==> config.mk <==
export PLATFORM = sky130hd
export DESIGN_NAME = dpram_stream_reader
export DESIGN_NICKNAME = d
export VERILOG_FILES = /design/src/rtl/x1_dpram_pkg.sv /design/src/rtl/stream_sync_fifo.sv /design/src/rtl/dpram_stream_reader.sv
export SDC_FILE = /design/constraint.sdc
export NUM_CORES = 1
export LEC_CHECK = 0
export BUFFER_PORTS_ARGS = -buffer_cell sky130_fd_sc_hd__buf_2
export CAP_MARGIN = 20
export CORE_ASPECT_RATIO = 0.75
export CORE_MARGIN = 2
export CORE_UTILIZATION = 30
export DETAILED_ROUTE_END_ITERATION = 10
export SLEW_MARGIN = 20
export SYNTH_ARGS = -nofsm -noshare
export SYNTH_HDL_FRONTEND = slang
export SYNTH_SLANG_ARGS = --single-unit
==> constraint.sdc <==
create_clock -name clk_i -period 3.31 [get_ports clk_i]
set_clock_uncertainty 0.2 [all_clocks]
set_input_delay 0.4965 -clock clk_i [delete_from_list [all_inputs] [get_ports clk_i]]
set_output_delay 0.4965 -clock clk_i [all_outputs]
set_load 0.005 [all_outputs]
==> src/rtl/x1_dpram_pkg.sv <==
// Shared constants and read-engine state encoding for the 1k x 16 dual-port RAM.
package x1_dpram_pkg;
  localparam int DPRAM_AW    = 10;
  localparam int DPRAM_DW    = 16;
  localparam int DPRAM_WORDS = 1024;

  typedef enum logic [1:0] {IDLE, READ, DRAIN} rd_state_t;
endpackage

==> src/rtl/stream_sync_fifo.sv <==
// Single-clock FIFO with occupancy count, synchronous flush and a registered head word.
module stream_sync_fifo #(
  parameter int DW    = 16,
  parameter int DEPTH = 4
) (
  input  logic                     clk_i,
  input  logic                     reset_i,
  input  logic                     flush_i,
  input  logic                     push_i,
  input  logic [DW-1:0]            din_i,
  input  logic                     pop_i,
  output logic [DW-1:0]            dout_o,
  output logic                     valid_o,
  output logic [$clog2(DEPTH):0]   count_o
);
  localparam int PW = $clog2(DEPTH);

  logic [DEPTH-1:0][DW-1:0] mem_q, mem_d;
  logic [PW-1:0]            wr_q, wr_d, rd_q, rd_d;
  logic [PW:0]              cnt_q, cnt_d;
  logic [DW-1:0]            head_q;
  logic                     do_pop;

  assign do_pop = pop_i && (cnt_q != '0);

  always_comb begin
    mem_d = mem_q;
    wr_d  = wr_q;
    rd_d  = rd_q;
    cnt_d = cnt_q;
    if (flush_i) begin
      wr_d  = '0;
      rd_d  = '0;
      cnt_d = '0;
    end else begin
      if (push_i) begin
        mem_d[wr_q] = din_i;
        wr_d        = wr_q + PW'(1);
      end
      if (do_pop) rd_d = rd_q + PW'(1);
      case ({push_i, do_pop})
        2'b10:   cnt_d = cnt_q + (PW+1)'(1);
        2'b01:   cnt_d = cnt_q - (PW+1)'(1);
        default: cnt_d = cnt_q;
      endcase
    end
  end

  // Head is precomputed from next-state storage so a word pushed into an
  // empty FIFO is presented one cycle later, and stays put while stalled.
  always_ff @(posedge clk_i) begin
    if (reset_i) begin
      mem_q  <= '0;
      wr_q   <= '0;
      rd_q   <= '0;
      cnt_q  <= '0;
      head_q <= '0;
    end else begin
      mem_q  <= mem_d;
      wr_q   <= wr_d;
      rd_q   <= rd_d;
      cnt_q  <= cnt_d;
      head_q <= mem_d[rd_d];
    end
  end

  assign dout_o  = head_q;
  assign valid_o = (cnt_q != '0);
  assign count_o = cnt_q;
endmodule

==> src/rtl/dpram_stream_reader.sv <==
// Port-B read engine: streams LEN words from BASE (wrapping) out of the dual-port RAM
// onto a valid/ready interface at one word per clock.
module dpram_stream_reader
  import x1_dpram_pkg::*;
#(
  parameter int AW         = DPRAM_AW,
  parameter int DW         = DPRAM_DW,
  parameter int FIFO_DEPTH = 4
) (
  input  logic          clk_i,
  input  logic          reset_i,
  input  logic          start_i,
  input  logic [AW-1:0] base_i,
  input  logic [AW:0]   len_i,
  input  logic          abort_i,
  output logic          busy_o,
  output logic          done_o,
  output logic [AW-1:0] ba_o,
  output logic          bcs_o,
  output logic          bwe_o,
  output logic [DW-1:0] bi_o,
  input  logic [DW-1:0] bo_i,
  output logic [DW-1:0] dout_o,
  output logic          dvalid_o,
  input  logic          dready_i
);
  localparam int          CW      = $clog2(FIFO_DEPTH);
  localparam logic [AW:0] MAX_LEN = {1'b1, {AW{1'b0}}};

  rd_state_t     state_q;
  logic [AW-1:0] addr_q;
  logic [AW:0]   issue_q, pop_q;
  logic          rd_vld_q, busy_q, done_q;

  logic [AW:0]   len_c;
  logic [CW:0]   fifo_cnt;
  logic [CW+1:0] occ;
  logic          kill, pop, push;

  assign len_c = (len_i > MAX_LEN) ? MAX_LEN : len_i;
  assign kill  = abort_i && (state_q != IDLE);
  // Reserve a slot for every read still in flight so the FIFO cannot overflow.
  assign occ   = {1'b0, fifo_cnt} + {{(CW+1){1'b0}}, rd_vld_q};
  assign bcs_o = (state_q == READ) && (issue_q != '0) && (occ < (CW+2)'(FIFO_DEPTH));
  assign pop   = dvalid_o && dready_i;
  assign push  = rd_vld_q && !kill;

  assign ba_o   = addr_q;
  assign bwe_o  = 1'b0;
  assign bi_o   = '0;
  assign busy_o = busy_q;
  assign done_o = done_q;

  always_ff @(posedge clk_i) begin
    if (reset_i) begin
      state_q  <= IDLE;
      addr_q   <= '0;
      issue_q  <= '0;
      pop_q    <= '0;
      rd_vld_q <= 1'b0;
      busy_q   <= 1'b0;
      done_q   <= 1'b0;
    end else begin
      done_q   <= 1'b0;
      rd_vld_q <= bcs_o && !kill;
      case (state_q)
        IDLE: begin
          if (start_i && !abort_i) begin
            addr_q  <= base_i;
            issue_q <= len_c;
            pop_q   <= len_c;
            if (len_c != '0) begin
              state_q <= READ;
              busy_q  <= 1'b1;
            end else begin
              done_q  <= 1'b1;
            end
          end
        end
        default: begin
          if (abort_i) begin
            state_q <= IDLE;
            busy_q  <= 1'b0;
            issue_q <= '0;
            pop_q   <= '0;
          end else begin
            if (bcs_o) begin
              addr_q  <= addr_q + AW'(1);
              issue_q <= issue_q - (AW+1)'(1);
              if (issue_q == (AW+1)'(1)) state_q <= DRAIN;
            end
            // The final pop always lands in DRAIN: data trails the last issue by two cycles.
            if (pop) begin
              pop_q <= pop_q - (AW+1)'(1);
              if (pop_q == (AW+1)'(1)) begin
                state_q <= IDLE;
                busy_q  <= 1'b0;
                done_q  <= 1'b1;
              end
            end
          end
        end
      endcase
    end
  end

  stream_sync_fifo #(
    .DW   (DW),
    .DEPTH(FIFO_DEPTH)
  ) u_fifo (
    .clk_i  (clk_i),
    .reset_i(reset_i),
    .flush_i(kill),
    .push_i (push),
    .din_i  (bo_i),
    .pop_i  (pop),
    .dout_o (dout_o),
    .valid_o(dvalid_o),
    .count_o(fifo_cnt)
  );
endmodule
## Word-level counts from Yosys, hierarchy flattened

Index checks and enable logic that the tools add are counted.

| operators by class | value |
|---|---|
| add/sub/neg operators | 8 |
| order comparisons | 5 |
| $mul | 0 |
| reduce and logical (&&, ||, !) cells | 27 |
| shift-type cells | 0 |
| bitwise gates (word level) | 0 |
| div/mod/pow operators | 0 |
| equal/unequal tests | 8 |
| muxes and demuxes | 42 |

Operators with widths:

| cell | number |
|---|---|
| $mux W64 | 2 |
| $mux W11 | 8 |
| $bwmux W64 | 1 |
| $mux W10 | 4 |
| $bmux W16 S2 | 1 |
| $demux W16 S2 | 1 |
| $mux W16 | 2 |
| $eq A11 B1 Y1 const B | 2 |
| $reduce_bool A11 Y1 | 2 |
| $sub A11 B1 Y11 const B | 2 |
| $mux W2 | 10 |
| $mux W1 | 12 |
| $reduce_bool A3 Y1 | 4 |
| $gt A11 B11 Y1 const B | 1 |
| $add A10 B1 Y10 const B | 1 |
| $logic_and A1 B1 Y1 | 9 |
| $lt A2 B3 Y1 const B | 2 |
| $pmux W3 S2 | 1 |
| $reduce_and A2 Y1 | 3 |
| $reduce_bool A2 Y1 | 3 |
| $add A2 B1 Y2 const B | 2 |
| $add A3 B1 Y4 | 1 |
| $eq A2 B1 Y1 const B | 2 |
| $lt A4 B3 Y1 const B | 1 |
| 11 further kinds | 13 |

| storage, ports and cells | value |
|---|---|
| latch bits | 0 |
| register bits | 124 |
| bits of input ports | 42 |
| output and inout bits | 47 |
| memories kept | 0 |
| RAM bits | 0 |
| bits in read-only memories | 0 |
| logic and storage cells | 105 |

## Logic depth before layout (Yosys ltp)

Gate-level depths: netlist (run 1).

| depth | value |
|---|---|
| depth after elaboration | 9 |
| mapped depth | 9 |
| depth with buffers taken out | 8 |

## By module

From an unflattened synthesis (run 1), not the netlist that was laid out.

| second synthesis, totals | value |
|---|---|
| cells, all modules | 784 |
| area, all modules | 6259.8 µm² |

Modules (own cells, without submodules):

| module | area each (µm²) | cells each | instances |
|---|---|---|---|
| stream_sync_fifo | 3806.2 | 461 | 1 |
| dpram_stream_reader | 2453.6 | 323 | 1 |

## Least setup slack after synthesis (run 1)

Ideal clock, no wire load.

| timing | value |
|---|---|
| path kind | register to register |
| start point | register issue_q[2] |
| end point | register issue_q[9] |
| arrival time | 1.995 ns |
| buffers on the path | 0 |
| library setup time | 0.132 ns |
| cell stages (with the launch flop) | 7 |
| period minus slack after synthesis | 2.327 ns |
| path slack | 0.983 ns |
| cell sequence | dfxtp_1 or4_4 or3_4 or4_4 and2_1 o21ai_1 a21oi_1 |

| between the ends | value |
|---|---|
| word-level cells in the longest chain between the ends | 5 |
| elaborated cells on any way between the ends | 9 |
| those cells by class | add/sub (1); mux (3); reduce/logical (5) |

Ends and longest elaborated chain:

| element | RTL line | source |
|---|---|---|
| from (decl) | dpram_stream_reader.sv:32 | `logic [AW:0] issue_q, pop_q;` |
| from (signal assigned) | dpram_stream_reader.sv:70 | `issue_q <= len_c;` |
| from (signal assigned) | dpram_stream_reader.sv:89 | `issue_q <= issue_q - (AW+1)'(1);` |
| parallel branches: the longest is 5 deep, another holds $sub A11 B1 Y11 | n/a |  |

Several ways; the timed one is not identified. The select of a mux whose other input is x is not followed.
A chain may end at the register's enable or synchronous reset.

## Final worst setup path (run 1)

| timing | value |
|---|---|
| start point | register issue_q[2] |
| end point | output bcs_o |

| between the ends | value |
|---|---|
| word-level cells in the longest chain between the ends | 3 |

Ends and longest elaborated chain:

| element | RTL line | source |
|---|---|---|
| $reduce_bool A11 Y1 | dpram_stream_reader.sv:44 | `assign bcs_o = (state_q == READ) && (issue_q != '0) && (occ < (CW+2)'(FIFO_DEPTH));` |
| $logic_and A1 B1 Y1 (2 in a row) | dpram_stream_reader.sv:44 |  |
| to (decl) | dpram_stream_reader.sv:19 | `output logic bcs_o,` |

No other way between the ends.

==> flow_summary.yaml, run 1 <==
outcome:
  status: "finished, final reports clean"
power_and_ir_drop:
  p_seq_share_pct: 41.7
  power.switching_uw: 1020
  switching_share_pct: 26.8
  p_per_area_nw_per_um2: 531
  clockPowerShare_pct: 46.9
  combinationalPowerShare_pct: 11.4
  leakage_uw: 0.00291
  internal_power_uw: 2780
  peakVddDrop_v: 0.000338
synth:
  synth-compound-area-share_pct: 25.5
  synth_area_leaders: "dfxtp_1 42%, nand2_1 11%, a21oi_1 8.6%, o221ai_1 4.6%, nor2_1 3.3%"
  synth_adder_area_share_pct: 2.64
  synth_largest_area_cell: "dfxtp_1"
  synth_top_family_by_area: "compound AO/OA/AOI/OAI gates"
  synthArstFlopShare_pct: 0
  ys_types: 56
  synth-seq-area-share_pct: 41.6
  yosys_most_used_dff: "dfxtp_1"
  syn_inst: 770
  synth-simple-area-share_pct: 22.5
  syn_area_um2: 5960
  netlist_top_cells_count: "168 x nand2_1, 124 x dfxtp_1, 102 x a21oi_1, 53 x nor2_1, 41 x clkbuf_1"
  synth_top_area_share_pct: 41.6
  synthXorXnorAreaFrac_pct: 1.17
  synth_edf_count: 0
  avgSynthCellArea_um2: 7.74
  yosysMostFrequentCell: "nand2_1"
  ys_ff_latch: 124
  muxShareOfSynthArea_pct: 0.336
  ys_warn_count: 0
setup_path:
  cp_data_arrival_time_ns: 2.19
  slowest_stage: "or4_4"
  required_ns: 2.61
  rr_startpoint: "state_q[1]$_SDFFE_PP0P_"
  cp-startpoint: "issue_q[2]$_SDFFE_PP0P_"
  crit_type: "reg -> out"
  crit_path_start_kind: "register"
  end_kind: "output port"
  crit_fanout: 8
  cpPeakStageDelay_ns: 0.60
  critPathBufInv: 1
  path_cells: "or4_4, nor4_2, nor2_1, buf_2"
  crit_family: "simple AND/OR/NAND/NOR gates"
sta:
  period_minus_slack_ns: 2.88
  tightest_slew_ns: 0.805
  rsz0062_at_grt: "no"
  holdWs_ns: 0.143
  finalHoldViolations: 0
  setup-violations-final: 0
  timing.fmax_ghz: 0.347
  drv_slew: 0
  layout_setup_ws_ns: 0.425
  min_period_over_period_pct: 87.1
  setup_tns_ns: 0
  relSlewSlack_pct: 46.0
floorplanning:
  row_count: 44
  die_area_um2: 21000
  initial_utilization_pct: 30.7
  pin_count: 89
  die_w_um: 167
  die_h_um: 126
  design.core.area_um2: 19400
placement:
  dpl_worst_slack_ns: 0.648
  gp_congestion: 0.840
  portBuffers: 71
  dp_hpwl_mm: 11.7
  placed_area_um2: 6610
routing:
  drt-total-wl_mm: 18.0
  drt_iter0_drc: 538
  num_vias: 5753
  ant_nets: 0
  dr.pass1.iters: 5
  wire_per_inst_um: 16.3
  via_per_inst: 5.20
  drc: 0
finish:
  drive_gt1_share_pct: 16.0
  diodes: 0
  fillers: 2062
  fin_area_um2: 7170
  fin_nets: 895
  area_delta_synth_final_pct: 20.2
  utilization_pct: 36.9
global_routing:
  grt_max_degree: 62
  grt_pass1_wl_mm: 28.9
  antenna_found_initial: 0
  grt_use_total_pct: 17.2
  grt_pass1_vias: 5393
  overflow: 0
clock_tree:
  clockRootBuffer: "clkbuf_16"
  cts_tree: "built"
  post_cts_buffers: 0
  clockBufferDepth: 2
  clkTransAtPathRegs_ns: 0.06
  htreeDepth: 4
  numClockSinks: 124
  clkLatencyLatePin_ns: 0.43
  cts_resized: 0
  cts_buffers: 17
  cts_hold_buf: 0
job:
  max-cap-violations: 0
min_path:
  hold_class: "in -> reg"
  hold_start: "bo_i[9]"
## area by class of cell
cell class / count / area [um^2] / area share (%)
sequential: 124 / 2480 / 34.6
tap: 253 / 317 / 4.42
timing repair buffer: 99 / 568 / 7.92
clock buffer: 23 / 468 / 6.53
clock inverter: 9 / 87.6 / 1.22
multi-input combinational: 583 / 3190 / 44.4
inverter: 16 / 60.1 / 0.838
## kinds of logic after synthesis
logic type / count (synthesis)
other cells: 1
buf+inv: 79
mux: 2
fa+ha+maj: 12
simple gates: 304
xor+xnor: 8
flops: 124
compound gates: 240
## placed cells by master, fill, tap and decap left out, types with 3 or more instances in the layout
master,instances
buf_4,29
buf_2,70
clkinvlp_4,4
inv_1,15
o21ai_0,21
a311oi_1,3
a22o_1,4
a21oi_1,102
nor3_1,18
and2_1,6
o22ai_1,16
xor2_1,3
nor4_1,5
o21ai_1,12
dfxtp_1,124
xnor2_1,5
a21o_1,16
o221ai_1,31
conb_1,17
o31ai_1,3
nor2b_1,6
a22oi_1,11
ha_1,11
and3_1,9
nand2_1,168
nor2_1,52
nand2b_1,5
nand3_1,15
clkbuf_1,4
a211oi_1,6
clkbuf_16,17
or3_1,5
## power groups by stage
stage | clock [uW] | sequential (uW) | combinational (uW)
2_1_floorplan | 0 | 1610 | 286
3_3_place_gp | 0 | 1620 | 424
3_5_place_dp | 0 | 1620 | 428
4_1_cts | 1810 | 1580 | 431
5_1_grt | 1880 | 1590 | 480
6_report | 1780 | 1590 | 435
## per-stage QoR
stage	power [uW]	cells
final	3800	1107
after detailed placement	2040	1075
after global routing	3950	1107
after floorplan	1890	786
after global placement	2040	1075
after CTS	3830	1107
## state kept, by name (all words and copies together), names as in the netlist, 2 cells and up
register and cells:
ba_o 10, issue_q 11, pop_q 11, state_q 2
u_fifo.count_o 3, u_fifo.dout_o 16, u_fifo.mem_q 64, u_fifo.rd_q 2
u_fifo.wr_q 2
## layer usage
layer | wire length (um) | share of wire, % | global-route usage [%]
met3 | 1260 | 7.0 | 4.49
met2 | 7640 | 42 | 25.6
met1 | 8920 | 49 | 24.7
met5 | 0 | 0 | 0
met4 | 204 | 1.1 | 4.51
## path summary, 6_finish.rpt
check        cells past startpoint                          end  slack [ns]
max                              4                        bcs_o        0.43
min                              2  u_fifo.dout_o[9]$_SDFF_PP0_        0.14
min reg2reg                      2  u_fifo.mem_q[37]$_SDFF_PP0_        0.26
max reg2reg                      7  u_fifo.dout_o[6]$_SDFF_PP0_        0.68
No activity file was read; power rests on OpenSTA's default activity.
==> run 2, diff against run 1 <==
Settings changed: ABC_CLOCK_PERIOD_IN_PS set to 3500, REMOVE_ABC_BUFFERS set to 1.
Clock period 3.31 ns to 3.5 ns, I/O delays scaled along.
==> flow_summary.yaml, run 2 (same netlist as run 1, synthesis figures left out) <==
sta:
  layout_setup_ws_ns: 0.588
  setup_tns_ns: 0
  tightest_slew_ns: 0.884
  min_period_over_period_pct: 83.2
  drv_slew: 0
  relSlewSlack_pct: 40.7
  finalHoldViolations: 0
  timing.fmax_ghz: 0.343
  rsz0062_at_grt: "no"
  period_minus_slack_ns: 2.91
  setup-violations-final: 0
global_routing:
  grt_use_total_pct: 17.0
  antenna_found_initial: 2
  grt_pass1_vias: 5312
  overflow: 0
  grt_pass1_wl_mm: 28.5
  grt_max_degree: 43
setup_path:
  end_kind: "output port"
  crit_family: "simple AND/OR/NAND/NOR gates"
  cpPeakStageDelay_ns: 0.60
  slowest_stage: "or4_4"
  crit_path_start_kind: "register"
  ff2ff_setup_slack_ns: 0.62
  crit_fanout: 8
  cp_data_arrival_time_ns: 2.19
  critPathBufInv: 1
  crit_type: "reg -> out"
  rr_startpoint: "state_q[1]$_SDFFE_PP0P_"
  path_cells: "or4_4, nor4_2, nor2_1, buf_2"
  regToRegEndpoint: "u_fifo.dout_o[5]$_SDFF_PP0_"
  required_ns: 2.77
  rr_worst_depth: 6
finish:
  drive_gt1_share_pct: 16.0
  fin_nets: 891
  fin_area_um2: 7240
  mostFrequentLayoutCells: "168 x nand2_1, 124 x dfxtp_1, 101 x a21oi_1"
  area_delta_synth_final_pct: 21.4
  regMostFlops: "u_fifo.mem_q"
  largest_reg_flops: 64
  final_common_cell: "nand2_1"
  utilization_pct: 37.3
  fillers: 1996
placement:
  dpl_worst_slack_ns: 0.586
  portBuffers: 71
  gp_congestion: 0.864
  dp_hpwl_mm: 11.8
  placed_area_um2: 6580
floorplanning:
  pin_count: 89
  initial_utilization_pct: 30.7
  die_area_um2: 21000
  die_h_um: 126
  design.core.area_um2: 19400
  die_w_um: 167
  row_count: 44
routing:
  drt_iter0_drc: 515
  dr.pass1.iters: 5
  via_per_inst: 5.25
  ant_nets: 0
  drt-total-wl_mm: 17.5
  num_vias: 5798
  drc: 0
  wire_per_inst_um: 15.9
clock_tree:
  cts_tree: "built"
  clockRootBuffer: "clkbuf_16"
  post_cts_buffers: 0
  clockBufferDepth: 2
  clkLatencyLatePin_ns: 0.42
  cts_buffers: 17
  cts_hold_buf: 0
  htreeDepth: 4
  numClockSinks: 124
  clkTransAtPathRegs_ns: 0.06
  cts_resized: 0
min_path:
  hold_start: "bo_i[5]"
  hold_class: "in -> reg"
  min_path_cells: 2
  hold-path-endpoint: "u_fifo.dout_o[5]$_SDFF_PP0_"
outcome:
  status: "finished, final reports clean"
power_and_ir_drop:
  clockPowerShare_pct: 50.6
  switching_share_pct: 24.4
  p_per_area_nw_per_um2: 532
  p_total_uw: 3850
  internal_power_uw: 2910
  leakage_uw: 0.00294
  peakVddDrop_v: 0.000344
  p_seq_share_pct: 38.9
  power.switching_uw: 940
  combinationalPowerShare_pct: 10.5
job:
  max-cap-violations: 0
-- run 2: cell count changes in the layout (fill, tap and decap cells not counted) --
cell       previous run  this run
clkbuf_1              4         2
inv_6                 2         0
buf_4                29        25
a21oi_1             102       101
a21oi_2               0         1
bufinv_16             1         5
diode_2               0         1
-- run 2: how the worst max path moves through the flow --
stage                     depth (start not counted)                           end               startpoint  slack, ns
final                                             4                         bcs_o  issue_q[2]$_SDFFE_PP0P_       0.59
after global routing                              6  u_fifo.dout_o[13]$_SDFF_PP0_  state_q[1]$_SDFFE_PP0P_       0.36
after CTS                                         4                         bcs_o  issue_q[2]$_SDFFE_PP0P_       0.59
after detailed placement                          7  u_fifo.dout_o[13]$_SDFF_PP0_                  abort_i       0.59
after global placement                            7   u_fifo.dout_o[4]$_SDFF_PP0_                  abort_i       0.62
after floorplan                                   6         pop_q[3]$_SDFFE_PP0P_  state_q[1]$_SDFFE_PP0P_       0.44
-- run 2: layer usage --
metal,global-route usage [%],share of wire [%]
met1,24.0,49
met2,25.2,43
met3,4.21,6.8
met4,5.88,1.0
met5,0,0.057
-- run 2: layout make-up --
type / count / area [um^2] / area share (%)
diodes: 1 / 2.50 / 0.0346
clock inverters: 11 / 190 / 2.63
flip-flops and latches: 124 / 2480 / 34.3
inverters: 16 / 60.1 / 0.830
repair buffers: 95 / 538 / 7.43
well taps: 253 / 317 / 4.37
multi-input cells: 583 / 3190 / 44.1
clock buffers: 21 / 460 / 6.36
-- run 2: stage by stage --
stage,hold WS (ns),instances
finish,0.176,1104
global route,0.180,1103
CTS,0.157,1103
detailed placement,0.247,1071
global placement,0.242,1071
floorplan,0.227,723
-- run 2: power groups by stage --
stage	combinational [uW]	clock (uW)	sequential, uW
2_1_floorplan	232	0	1520
3_3_place_gp	400	0	1530
3_5_place_dp	401	0	1530
4_1_cts	403	1990	1500
5_1_grt	452	2050	1510
6_report	406	1950	1500
-- run 2: worst reg2reg max path: stages, from the launching register on --
cell and delay, ns:
dfxtp_1 0.35, o21ai_1 0.72, nand3_1 0.60, buf_4 0.37, o221ai_1 0.24, o22ai_1 0.13
a21o_1 0.16
==> run 3, diff against run 2 <==
Settings changed: ABC_AREA set to 1, ABC_CLOCK_PERIOD_IN_PS 3500 to 2520.
Clock period 3.5 ns to 2.52 ns, I/O delays scaled along.
==> flow_summary.yaml, run 3 <==
sta:
  period_minus_slack_ns: 2.26
  rsz0062_at_grt: "no"
  tightest_slew_ns: 0.601
  min_period_over_period_pct: 89.8
  relSlewSlack_pct: 60.0
  finalHoldViolations: 0
  drv_slew: 0
  timing.fmax_ghz: 0.442
  setup-violations-final: 0
routing:
  met1_length_mm: 10.7
  ant_nets: 0
  wl_met3_mm: 1.01
  route.met2.wl_mm: 9.49
  via_per_inst: 4.55
  drc: 0
  drt-total-wl_mm: 21.3
  dr.pass1.iters: 5
  drt_iter0_drc: 454
  wire_per_inst_um: 12.8
  num_vias: 7577
  top_layer: "met4"
min_path:
  min_path_cells: 5
  hold_class: "in -> reg"
global_routing:
  overflow: 0
  grt_pass1_wl_mm: 34.9
  antenna_found_initial: 0
  grt_pass1_vias: 6889
  grt_max_degree: 67
  grt_use_total_pct: 16.8
job:
  max-cap-violations: 0
finish:
  final_cells: 1664
  fillers: 2621
  mostFrequentLayoutCells: "533 x nand2_1, 148 x nor2_1, 123 x inv_1, 123 x nand3_1, 123 x dfxtp_1"
  area_delta_synth_final_pct: 17.4
  diodes: 0
  regMostFlops: "u_fifo.mem_q"
  final_common_cell: "nand2_1"
  fin_nets: 1375
  largest_reg_flops: 64
  drive_gt1_share_pct: 11.8
clock_tree:
  clkLatencyLatePin_ns: 0.42
  cts_hold_buf: 0
  cts_buffers: 17
  clkTransAtPathRegs_ns: 0.06
  cts_resized: 0
  clockBufferDepth: 2
  numClockSinks: 124
  clockRootBuffer: "clkbuf_16"
  htreeDepth: 4
  cts_tree: "built"
  post_cts_buffers: 0
setup_path:
  cp_data_arrival_time_ns: 1.68
  required_ns: 1.94
  crit_type: "reg -> out"
  crit_path_start_kind: "register"
  crit_fanout: 5
  rr_worst_depth: 11
  end_kind: "output port"
power_and_ir_drop:
  p_per_area_nw_per_um2: 698
  leakage_uw: 0.00444
  p_total_uw: 6060
  peakVddDrop_v: 0.000372
floorplanning:
  die_w_um: 185
  initial_utilization_pct: 30.7
  row_count: 49
  die_area_um2: 26000
  pin_count: 89
  die_h_um: 140
  design.core.area_um2: 24100
synth:
  syn_area_um2: 7400
  ys_ff_latch: 124
  netlist_top_cells_count: "533 x nand2_1, 149 x nor2_1, 124 x dfxtp_1, 123 x inv_1, 123 x nand3_1"
  yosysMostFrequentCell: "nand2_1"
  synth_largest_area_cell: "dfxtp_1"
  ys_types: 33
  syn_inst: 1266
  avgSynthCellArea_um2: 5.85
  synth_top_area_share_pct: 33.5
  yosys_most_used_dff: "dfxtp_1"
  synth_edf_count: 0
  ys_warn_count: 0
  synth-seq-area-share_pct: 33.5
  synth_area_leaders: "dfxtp_1 34%, nand2_1 27%, nand3_1 8.3%, nor2_1 7.6%, inv_1 6.2%"
  synthArstFlopShare_pct: 0
placement:
  gp_congestion: 0.798
  portBuffers: 71
  dp_hpwl_mm: 13.8
  post-place-cells: 1633
outcome:
  status: "finished, final reports clean"
[run 3: changes by cell type in the layout (fill, tap and decap cells not counted), moves of 9 or more]
cell	previous run	this run
inv_2	1	13
inv_1	15	123
o221ai_1	31	0
o22ai_1	16	2
nor2_1	52	148
a22oi_1	11	0
nand3_1	15	123
nor3_1	18	1
o21ai_1	12	1
a21oi_1	101	44
and3_1	9	0
a21o_1	16	0
nand2_1	168	533
[run 3: layer usage]
layer	GRT usage [%]	vias up
met2	26.5	169
li1	-	3948
met4	4.09	0
met5	0	-
met3	3.35	15
met1	23.4	3445
[run 3: area by class of cell]
cell class	instances	area (um^2)	share of cell area (%)
Sequential cell	124	2480	28.6
Inverter	136	510	5.88
Multi-Input combinational cell	945	4030	46.4
Clock inverter	14	241	2.78
Clock buffer	17	425	4.90
Timing Repair Buffer	97	578	6.65
Tap cell	331	414	4.77
[run 3: logic make-up after synthesis]
group | Yosys count | synth area share (%)
DFF | 124 | 33.5
AOI/OAI and AO/OA | 84 | 5.97
xor gates and xnor gates | 4 | 0.473
adders and majority gates | 12 | 2.13
other | 1 | 0.0507
buffers and inverters | 213 | 12.8
and+or+nand+nor | 828 | 45.0
[run 3: where the power goes]
part | internal [uW] | switching (uW) | total [uW]
Combinational | 366 | 727 | 1090
Sequential | 2070 | 76.3 | 2140
Clock | 1860 | 965 | 2820
[run 3: per-stage QoR]
step / hold slack (ns) / util (%) / TNS (ns) / setup WS, ns / area [um^2]
floorplan: 0.222 / - / -27.49 / -1.08 / 7020
global placement: 0.235 / 33.3 / 0 / 0.454 / 8020
detailed placement: 0.237 / 33.3 / 0 / 0.380 / 8020
CTS: 0.0809 / 36.1 / 0 / 0.261 / 8690
global route: 0.106 / 36.1 / 0 / 0.152 / 8690
finish: 0.0895 / 36.1 / 0 / 0.258 / 8690
[run 3: path summary, 6_finish.rpt]
| check | start | end | slack [ns] |
|---|---|---|---|
| min | base_i[9] | ba_o[9]$_SDFFE_PP0P_ | 0.09 |
| max | issue_q[8]$_SDFFE_PP0P_ | bcs_o | 0.26 |
| max reg2reg | u_fifo.count_o[0]$_SDFFE_PP0P_ | u_fifo.count_o[2]$_SDFFE_PP0P_ | 0.38 |
| min reg2reg | u_fifo.count_o[2]$_SDFFE_PP0P_ | u_fifo.count_o[2]$_SDFFE_PP0P_ | 0.25 |
[run 3: critical path, stage by stage (launching register included)]
cell     delay, ns
dfxtp_1       0.33
nor2_1        0.32
nand3_1       0.15
inv_1         0.08
nand2_1       0.07
nand2_2       0.15
inv_1         0.05
buf_2         0.12
